--- config.mk ---
export PLATFORM = sky130hd
export DESIGN_NAME = uart_tx_arbiter
export DESIGN_NICKNAME = d
export VERILOG_FILES = /design/src/rtl/uart_arb_pkg.sv /design/src/rtl/uart_rr_arbiter.sv /design/src/rtl/uart_tx_arbiter.sv
export SDC_FILE = /design/constraint.sdc
export NUM_CORES = 1
export LEC_CHECK = 0
export BUFFER_PORTS_ARGS = -buffer_cell sky130_fd_sc_hd__buf_2
export CAP_MARGIN = 0
export CORE_MARGIN = 1.5
export CORE_UTILIZATION = 50
export DETAILED_ROUTE_END_ITERATION = 10
export GPL_ROUTABILITY_DRIVEN = 0
export PLACE_DENSITY = 0.86
export REMOVE_ABC_BUFFERS = 1
export SLEW_MARGIN = 20
export SYNTH_ARGS = -nofsm -noshare
export SYNTH_HDL_FRONTEND = slang
export SYNTH_HIERARCHICAL = 1
export SYNTH_SLANG_ARGS = --single-unit
export TNS_END_PERCENT = 50
--- constraint.sdc ---
create_clock -name clk -period 2.7 [get_ports clk]
set_clock_uncertainty 0.05 [all_clocks]
set_input_delay 0.405 -clock clk [delete_from_list [all_inputs] [get_ports clk]]
set_output_delay 0.405 -clock clk [all_outputs]
set_load 0.05 [all_outputs]
--- src/rtl/uart_arb_pkg.sv ---
// Shared types and constants for the UART transmit arbiter and its round-robin selector.
package uart_arb_pkg;

   localparam int unsigned MAX_NUM_REQ   = 8;
   localparam int unsigned MAX_IDX_W     = 3;
   localparam int unsigned TMO_W         = 32;
   localparam logic [7:0]  DEF_LOCK_CHAR = 8'h0A;

   typedef enum logic [1:0] {
      IDLE  = 2'd0,
      XFER  = 2'd1,
      DRAIN = 2'd2
   } arb_state_e;

   // One-entry holding buffer between the owner and the uart_tx instance.
   typedef struct packed {
      logic       full;
      logic [7:0] data;
   } hold_buf_t;

   function automatic logic [MAX_IDX_W-1:0] onehot_to_idx(input logic [MAX_NUM_REQ-1:0] oh);
      logic [MAX_IDX_W-1:0] idx;
      idx = '0;
      for (int unsigned i = 0; i < MAX_NUM_REQ; i++) begin
         if (oh[i]) begin
            idx = idx | MAX_IDX_W'(i);
         end
      end
      return idx;
   endfunction

endpackage

--- src/rtl/uart_rr_arbiter.sv ---
// Combinational round-robin selector: first requester at or after (last_grant+1) mod NUM_REQ.
module uart_rr_arbiter
   import uart_arb_pkg::*;
#(
   parameter int unsigned NUM_REQ = 4,
   parameter int unsigned IDX_W   = $clog2(NUM_REQ)
) (
   input  logic [NUM_REQ-1:0] req,
   input  logic [IDX_W-1:0]   last_grant,
   output logic [NUM_REQ-1:0] pick_c,
   output logic               valid_c
);

   always_comb begin
      int unsigned idx;
      logic        found;
      pick_c = '0;
      found  = 1'b0;
      idx    = 0;
      for (int unsigned off = 1; off <= NUM_REQ; off++) begin
         idx = (32'(last_grant) + off) % NUM_REQ;
         if (!found && req[IDX_W'(idx)]) begin
            pick_c[IDX_W'(idx)] = 1'b1;
            found               = 1'b1;
         end
      end
      valid_c = found;
   end

endmodule

--- src/rtl/uart_tx_arbiter.sv ---
// Packet-level arbiter sharing one uart_tx between NUM_REQ byte streams; a grant lasts until LOCK_CHAR.
// Optional idle-owner timeout release is built when UART_ARB_TIMEOUT_EN is defined.
module uart_tx_arbiter
   import uart_arb_pkg::*;
#(
   parameter int unsigned NUM_REQ        = 4,
   parameter logic [7:0]  LOCK_CHAR      = DEF_LOCK_CHAR,
   parameter int unsigned TIMEOUT_CYCLES = 50_000_000
) (
   input  logic                   clk,
   input  logic                   rst,
   input  logic [NUM_REQ*8-1:0]   req_data,
   input  logic [NUM_REQ-1:0]     req_valid,
   output logic [NUM_REQ-1:0]     req_ready,
   output logic [7:0]             tx_data,
   output logic                   tx_data_valid,
   input  logic                   tx_data_ready,
   output logic [NUM_REQ-1:0]     grant,
   output logic                   busy
);

   localparam int unsigned IDX_W = $clog2(NUM_REQ);

   if (NUM_REQ < 2 || NUM_REQ > MAX_NUM_REQ || TIMEOUT_CYCLES == 0) begin : g_bad_cfg
      $error("uart_tx_arbiter: unsupported parameter set");
   end

   arb_state_e         state_q, state_d;
   logic [NUM_REQ-1:0] grant_q, grant_d;
   logic [IDX_W-1:0]   gidx_q, gidx_d;
   logic [IDX_W-1:0]   last_grant_q, last_grant_d;
   hold_buf_t          buf_q, buf_d;
   logic               busy_q, busy_d;

   logic [NUM_REQ-1:0] pick_c;
   logic               pick_valid_c;
   logic [7:0]         cap_byte_c;
   logic               owner_valid_c;
   logic               capture_c;
   logic               drain_c;

`ifdef UART_ARB_TIMEOUT_EN
   logic [TMO_W-1:0]   tmo_cnt_q, tmo_cnt_d;
`endif

   uart_rr_arbiter #(
      .NUM_REQ (NUM_REQ),
      .IDX_W   (IDX_W)
   ) u_rr (
      .req        (req_valid),
      .last_grant (last_grant_q),
      .pick_c     (pick_c),
      .valid_c    (pick_valid_c)
   );

   // Owner's byte and valid, selected by the registered grant index.
   always_comb begin
      cap_byte_c    = '0;
      owner_valid_c = 1'b0;
      for (int unsigned i = 0; i < NUM_REQ; i++) begin
         if (gidx_q == IDX_W'(i)) begin
            cap_byte_c    = req_data[i*8 +: 8];
            owner_valid_c = req_valid[i];
         end
      end
   end

   assign req_ready = (state_q == XFER && !buf_q.full) ? grant_q : '0;
   assign capture_c = (state_q == XFER) && !buf_q.full && owner_valid_c;
   assign drain_c   = buf_q.full && tx_data_ready;

   always_comb begin
      state_d      = state_q;
      grant_d      = grant_q;
      gidx_d       = gidx_q;
      last_grant_d = last_grant_q;
      buf_d        = buf_q;
`ifdef UART_ARB_TIMEOUT_EN
      tmo_cnt_d    = '0;
`endif
      unique case (state_q)
         IDLE: begin
            if (pick_valid_c) begin
               grant_d = pick_c;
               gidx_d  = IDX_W'(onehot_to_idx(MAX_NUM_REQ'(pick_c)));
               state_d = XFER;
            end
         end
         XFER: begin
`ifdef UART_ARB_TIMEOUT_EN
            tmo_cnt_d = tmo_cnt_q;
`endif
            if (drain_c) begin
               buf_d.full = 1'b0;
            end
            if (capture_c) begin
               buf_d.full = 1'b1;
               buf_d.data = cap_byte_c;
`ifdef UART_ARB_TIMEOUT_EN
               tmo_cnt_d  = '0;
`endif
               if (cap_byte_c == LOCK_CHAR) begin
                  state_d = DRAIN;
               end
            end
`ifdef UART_ARB_TIMEOUT_EN
            // Owner silent with nothing buffered: count toward a forced release.
            else if (!buf_q.full && !owner_valid_c) begin
               if (tmo_cnt_q == TMO_W'(TIMEOUT_CYCLES - 1)) begin
                  last_grant_d = gidx_q;
                  grant_d      = '0;
                  tmo_cnt_d    = '0;
                  state_d      = IDLE;
               end else begin
                  tmo_cnt_d = tmo_cnt_q + TMO_W'(1);
               end
            end
`endif
         end
         DRAIN: begin
            if (drain_c) begin
               buf_d.full   = 1'b0;
               last_grant_d = gidx_q;
               grant_d      = '0;
               state_d      = IDLE;
            end
         end
         default: begin
            state_d = IDLE;
         end
      endcase
      busy_d = (state_d != IDLE);
   end

   always_ff @(posedge clk or posedge rst) begin
      if (rst) begin
         state_q      <= IDLE;
         grant_q      <= '0;
         gidx_q       <= '0;
         last_grant_q <= IDX_W'(NUM_REQ - 1);
         buf_q        <= '0;
         busy_q       <= 1'b0;
`ifdef UART_ARB_TIMEOUT_EN
         tmo_cnt_q    <= '0;
`endif
      end else begin
         state_q      <= state_d;
         grant_q      <= grant_d;
         gidx_q       <= gidx_d;
         last_grant_q <= last_grant_d;
         buf_q        <= buf_d;
         busy_q       <= busy_d;
`ifdef UART_ARB_TIMEOUT_EN
         tmo_cnt_q    <= tmo_cnt_d;
`endif
      end
   end

   assign tx_data       = buf_q.data;
   assign tx_data_valid = buf_q.full;
   assign grant         = grant_q;
   assign busy          = busy_q;

endmodule
* Yosys cells after proc, flatten, opt, wreduce, memory -nomap -nowiden
Index checks and enable logic that the tools add are counted.
** Cells by class
- Mux-type cells :: 47
- Reduce and logical (&&, ||, !) cells :: 23
- Magnitude comparators :: 8
- Bitwise gates (word level) :: 3
- Equal/unequal tests :: 8
- $add $sub $neg :: 4
** Operators by type and width (number)
- two-way mux 8 bit :: 4
- two-way mux 4 bit :: 7
- two-way mux 1 bit :: 18
- < comparator 2 x 3 -> 1 bit (second input constant) :: 4
- two-way mux 2 bit :: 6
- OR 4 bit :: 3
- logical AND 1 bit :: 10
- two-way mux 9 bit :: 1
- binary-select mux 1 bit (select 2 bit) :: 4
- demux 1 bit (select 2 bit) :: 4
- == test 8 x 4 -> 1 bit (second input constant) :: 1
- >= comparator 2 x 1 -> 1 bit (second input constant) :: 4
- one-hot mux 4 bit (2 select lines) :: 1
- == test 2 bit (second input constant) :: 3
- one-hot mux 2 bit (3 select lines) :: 1
- AND reduction 2 bit :: 3
- nonzero test 2 bit :: 3
- adder 2 x 1 -> 2 bit (second input constant) :: 2
- adder 2 bit (second input constant) :: 2
- == test 2 x 1 -> 1 bit (second input constant) :: 2
- zero test 1 bit :: 4
- zero test 2 bit :: 2
- != test 2 bit (second input constant) :: 2
- AND reduction 3 bit :: 1
- one-hot mux 1 bit (2 select lines) :: 1
** Word-level totals
- Word-level logic and storage cells :: 100
- Input bits :: 39
- Register bits after elaboration :: 20
- Output and inout bits :: 18

* Logic depth before layout (Yosys ltp)
- Word-level depth :: 16
- Mapped depth :: 9
- Depth with buffers taken out :: 8

* Modules after synthesis
The synthesis kept the hierarchy.
** By module, submodules not included
- uart_tx_arbiter :: seq. area each 503.0 um2, instances 1, cells each 99, area an instance 1223.7 um2
- uart_rr_arbiter :: seq. area each 0.0 um2, instances 1, cells each 48, area an instance 415.4 um2

* Worst setup path after synthesis
OpenSTA, ideal clock, no wires.
- Kind :: register to register
- Start point :: reg last_grant_q[1]
- End point :: reg gidx_q[0]
- Path buffers :: 1
- Stages on the path, launching flop included :: 10
- Slack :: 334 ps
- Required time :: 2513 ps
- Setup time :: 137 ps
- Arrival :: 2179 ps
- Period minus slack after synthesis :: 2366 ps
- Cells stage by stage :: dfstp_2 > buf_6 > inv_1 > ha_1 > mux2_2 > nand4_1 > o21ai_0 > a221o_1 > nor2_1 > a21oi_1
** Between the ends
- Elaborated cells between the ends (all ways) :: 53
- Classes of those cells :: 4 x add/sub; 8 x order compare; 27 x mux; 3 x bitwise; 11 x reduce/logical
** RTL lines
- start: declaration :: RTL line uart_tx_arbiter.sv:31 : logic [IDX_W-1:0] last_grant_q, last_grant_d;
- start signal: assignment :: RTL line uart_tx_arbiter.sv:140 : last_grant_q <= IDX_W'(NUM_REQ - 1);
- start signal: assignment :: RTL line uart_tx_arbiter.sv:150 : last_grant_q <= last_grant_d;
- branches (longest 12 deep; another with < comparator 2 x 3 -> 1 bit)
- two-way mux 4 bit (*) :: RTL line uart_rr_arbiter.sv:22 : if (!found && req[IDX_W'(idx)]) begin
- named net pick_c[3] :: RTL line uart_tx_arbiter.sv:35 : logic [NUM_REQ-1:0] pick_c;
- two-way mux 2 bit (*) :: RTL line uart_arb_pkg.sv:25 : if (oh[i]) begin
- end signal: assignment :: RTL line uart_tx_arbiter.sv:149 : gidx_q <= gidx_d;
- end: declaration :: RTL line uart_tx_arbiter.sv:30 : logic [IDX_W-1:0] gidx_q, gidx_d;
Mark *: on every way through the listed nets, which the timed path passes. The select of a mux whose other input is x is not followed.
A chain may end at the register's enable or synchronous reset.

* Worst setup path in the final report
- Start point :: reg state_q[1]
- End point :: out req_ready[2]
** Between the ends
- Longest elaborated chain between the ends :: 3
** Ends and longest elaborated chain
- start: declaration :: RTL line uart_tx_arbiter.sv:28 : arb_state_e state_q, state_d;
- start signal: assignment :: RTL line uart_tx_arbiter.sv:147 : state_q <= state_d;
- == test 2 x 1 -> 1 bit :: RTL line uart_tx_arbiter.sv:68 : assign req_ready = (state_q == XFER && !buf_q.full) ? grant_q : '0;
- logical AND 1 bit :: RTL line uart_tx_arbiter.sv:68
- two-way mux 4 bit :: RTL line uart_tx_arbiter.sv:68
- end: declaration :: RTL line uart_tx_arbiter.sv:14 : output logic [NUM_REQ-1:0] req_ready,
Every way passes these cells.

==> metrics.txt <==
die width between 60 and 70 µm; vias in the first global route 1314; Sw Ratio 0.492; clk root buf clkbuf_4; worst-margin pin slew 784 ps; Hold Crit Class in -> async; outcome complete, no violations; ys flop type dfrtp_1; synthesized area per cell 11.2 µm²; max incr delay on CP 450 ps; CP max stage cell dfrtp_1; # nets final 258; WL/cell 14.7 µm; Antenna Cells 0; worst-path fanout max 6; dpl hpwl about 2800 µm; GRT met3 Usage 0.0346; Rows 20; LEAKAGE roughly 0.99 nW; worst skew pair latency around 300 ps; post-CTS setup buffers 0; Max clock buf depth 2; DP Area roughly 0.0020 mm²; RR Endpoint gidx_q[0]; reg2reg setup slack around 270 ps; critical path arrival 1980 ps; Final WS setup 265 ps; hold_ws 169 ps; CP endpoint kind primary output; synthesized flop and latch total 20; Critical Path End req_ready[2]; initial antenna violation count 0; Fin. Hold Viols 0; core area about 0.0031 mm²; die height ~60 µm; synth unique cells 37; RSZ-0062 raised after global routing no; crit path cell chain inv_1 -> ha_1 -> nor2b_1 -> and2_1 -> buf_2; startpoint type of the worst setup path register; CTS Buf Count 3; Internal 1.00 mW; Clk network pwr share 0.125; Sequential Power Share 0.280; r2r worst-path depth 8; ys async rst share 1.00; P&R area growth vs syn 23.2%; clock-pin slew on the worst setup and hold paths between 100 and 150 ps; CTS tree yes; final critical-path share of the clock period 0.902; Post-CTS Resized 0; Synth Cell Area ~0.0016 mm²; Ys Warns 6; max-slew violation count 0; fin util 0.656; via count 1398; Initial Util 0.533; reg2reg start last_grant_q[0]; H-tree depth 1; first-pass GRT wire length 6020 µm; slew margin rel. 0.477; DIE AREA 0.00363 mm²; P_sw slightly below 1 mW; maximum VDD drop 713 µV; final setup TNS 0 ps; FMAX around 0.41 GHz; largest net degree at the start of global routing 21; hold buffer count at CTS 0; Cell Pwr Density 976 mW/mm²; Global Route met1 Usage 0.306; Total Wirelength 3680 µm; most common cell after layout, fill and taps aside buf_2; post-synthesis sequential area ratio 0.307; leading cell types in the layout, fill and taps excluded buf_2 (56), dfrtp_1 (18), nand2_1 (14); grt peak-use layer met2; I/O Pins 57; vias per inst 5.59; Routed Antenna Nets 0; Place WS 225 ps; Initial DRC Count 94; final setup fails 0; Crit. Startpoint state_q[1]; Syn Inst Count 147; fin area between 0.002 and 0.0025 mm²; CP Buf/Inv Count 2; Max Cap Viol 0; instance count on the critical path 5; share of cells above drive strength 1 0.417; GRT overflow 0; clock sink count 20; Crit path required time 2250 ps; Crit Path Class reg -> out; EDFF count, synth 0; port bufs between 50 and 60; met2 Usage GRT 0.370; Remaining DRCs 0; Gate power share 0.595; Top delay family on crit path simple AND/OR/NAND/NOR gates; TritonRoute pass-1 iters 4; Tot GR Track Use 0.223; fin crit period 2440 ps
cell type report:
class,count,area [µm²]
multi-input combinational,112,1060
clock buffer,3,22.5
tap,44,55.1
sequential,20,503
timing repair buffer,59,303
inverter,11,41.3
fill,253,1060
clock inverter,1,30.0
state kept, by name, indices dropped and copies added (netlist names):
signal         count
grant              4
last_grant_q       2
tx_data            8
busy               1
tx_data_valid      1
gidx_q             2
state_q            2
cell usage after synthesis, types with 4 or more instances:
library cell / n / area, µm²
inv_1: 11 / 41.3
mux4_1: 7 / 184
nand3b_1: 5 / 37.5
a221o_1: 4 / 40.0
a21oi_1: 5 / 25.0
nand2_1: 14 / 52.6
o21ai_0: 7 / 35.0
ha_1: 12 / 150
nor2_1: 5 / 18.8
mux2i_1: 8 / 80.1
mux2_2: 11 / 124
dfrtp_1: 18 / 450
and2_1: 6 / 37.5
per-stage QoR:
stage	cells	power [mW]
floorplan	143	1.45
global placement	246	1.69
detailed placement	246	1.73
CTS	250	1.98
global route	250	2.09
finish	250	1.97
power groups by stage:
stage               registers [mW]  clock network [mW]  logic [mW]
floorplan                    0.871                   0       0.582
global placement             0.549                   0        1.14
detailed placement           0.560                   0        1.17
CTS                          0.553               0.251        1.17
global route                 0.573               0.266        1.25
finish                       0.552               0.247        1.17
kinds of logic (layout without fill, tap and decap cells):
family,after synthesis,in the layout,share of synthesized area
adders and majority gates,12,12,0.0916
DFF,20,20,0.307
AOI/OAI and AO/OA,23,23,0.102
and+or+nand+nor,48,48,0.179
muxes,29,29,0.278
buffers and inverters,15,74,0.0435
routing by layer:
metal	vias to the layer above	share of wire
met1	686	0.46
met2	39	0.50
met4	0	0.0073
li1	671	-
met3	2	0.032
met5	-	0
worst min-delay path by stage:
stage                             to  cells after the start       start  slack (ps)
after floorplan                 busy                      1         rst         320
after global placement    tx_data[3]                      2  tx_data[3]         410
after detailed placement  tx_data[3]                      2  tx_data[3]         430
after CTS                 tx_data[1]                      2         rst         190
after global routing      tx_data[1]                      2         rst         210
final                     tx_data[1]                      2         rst         170
Note: power is estimated with default switching activity, not from simulation.
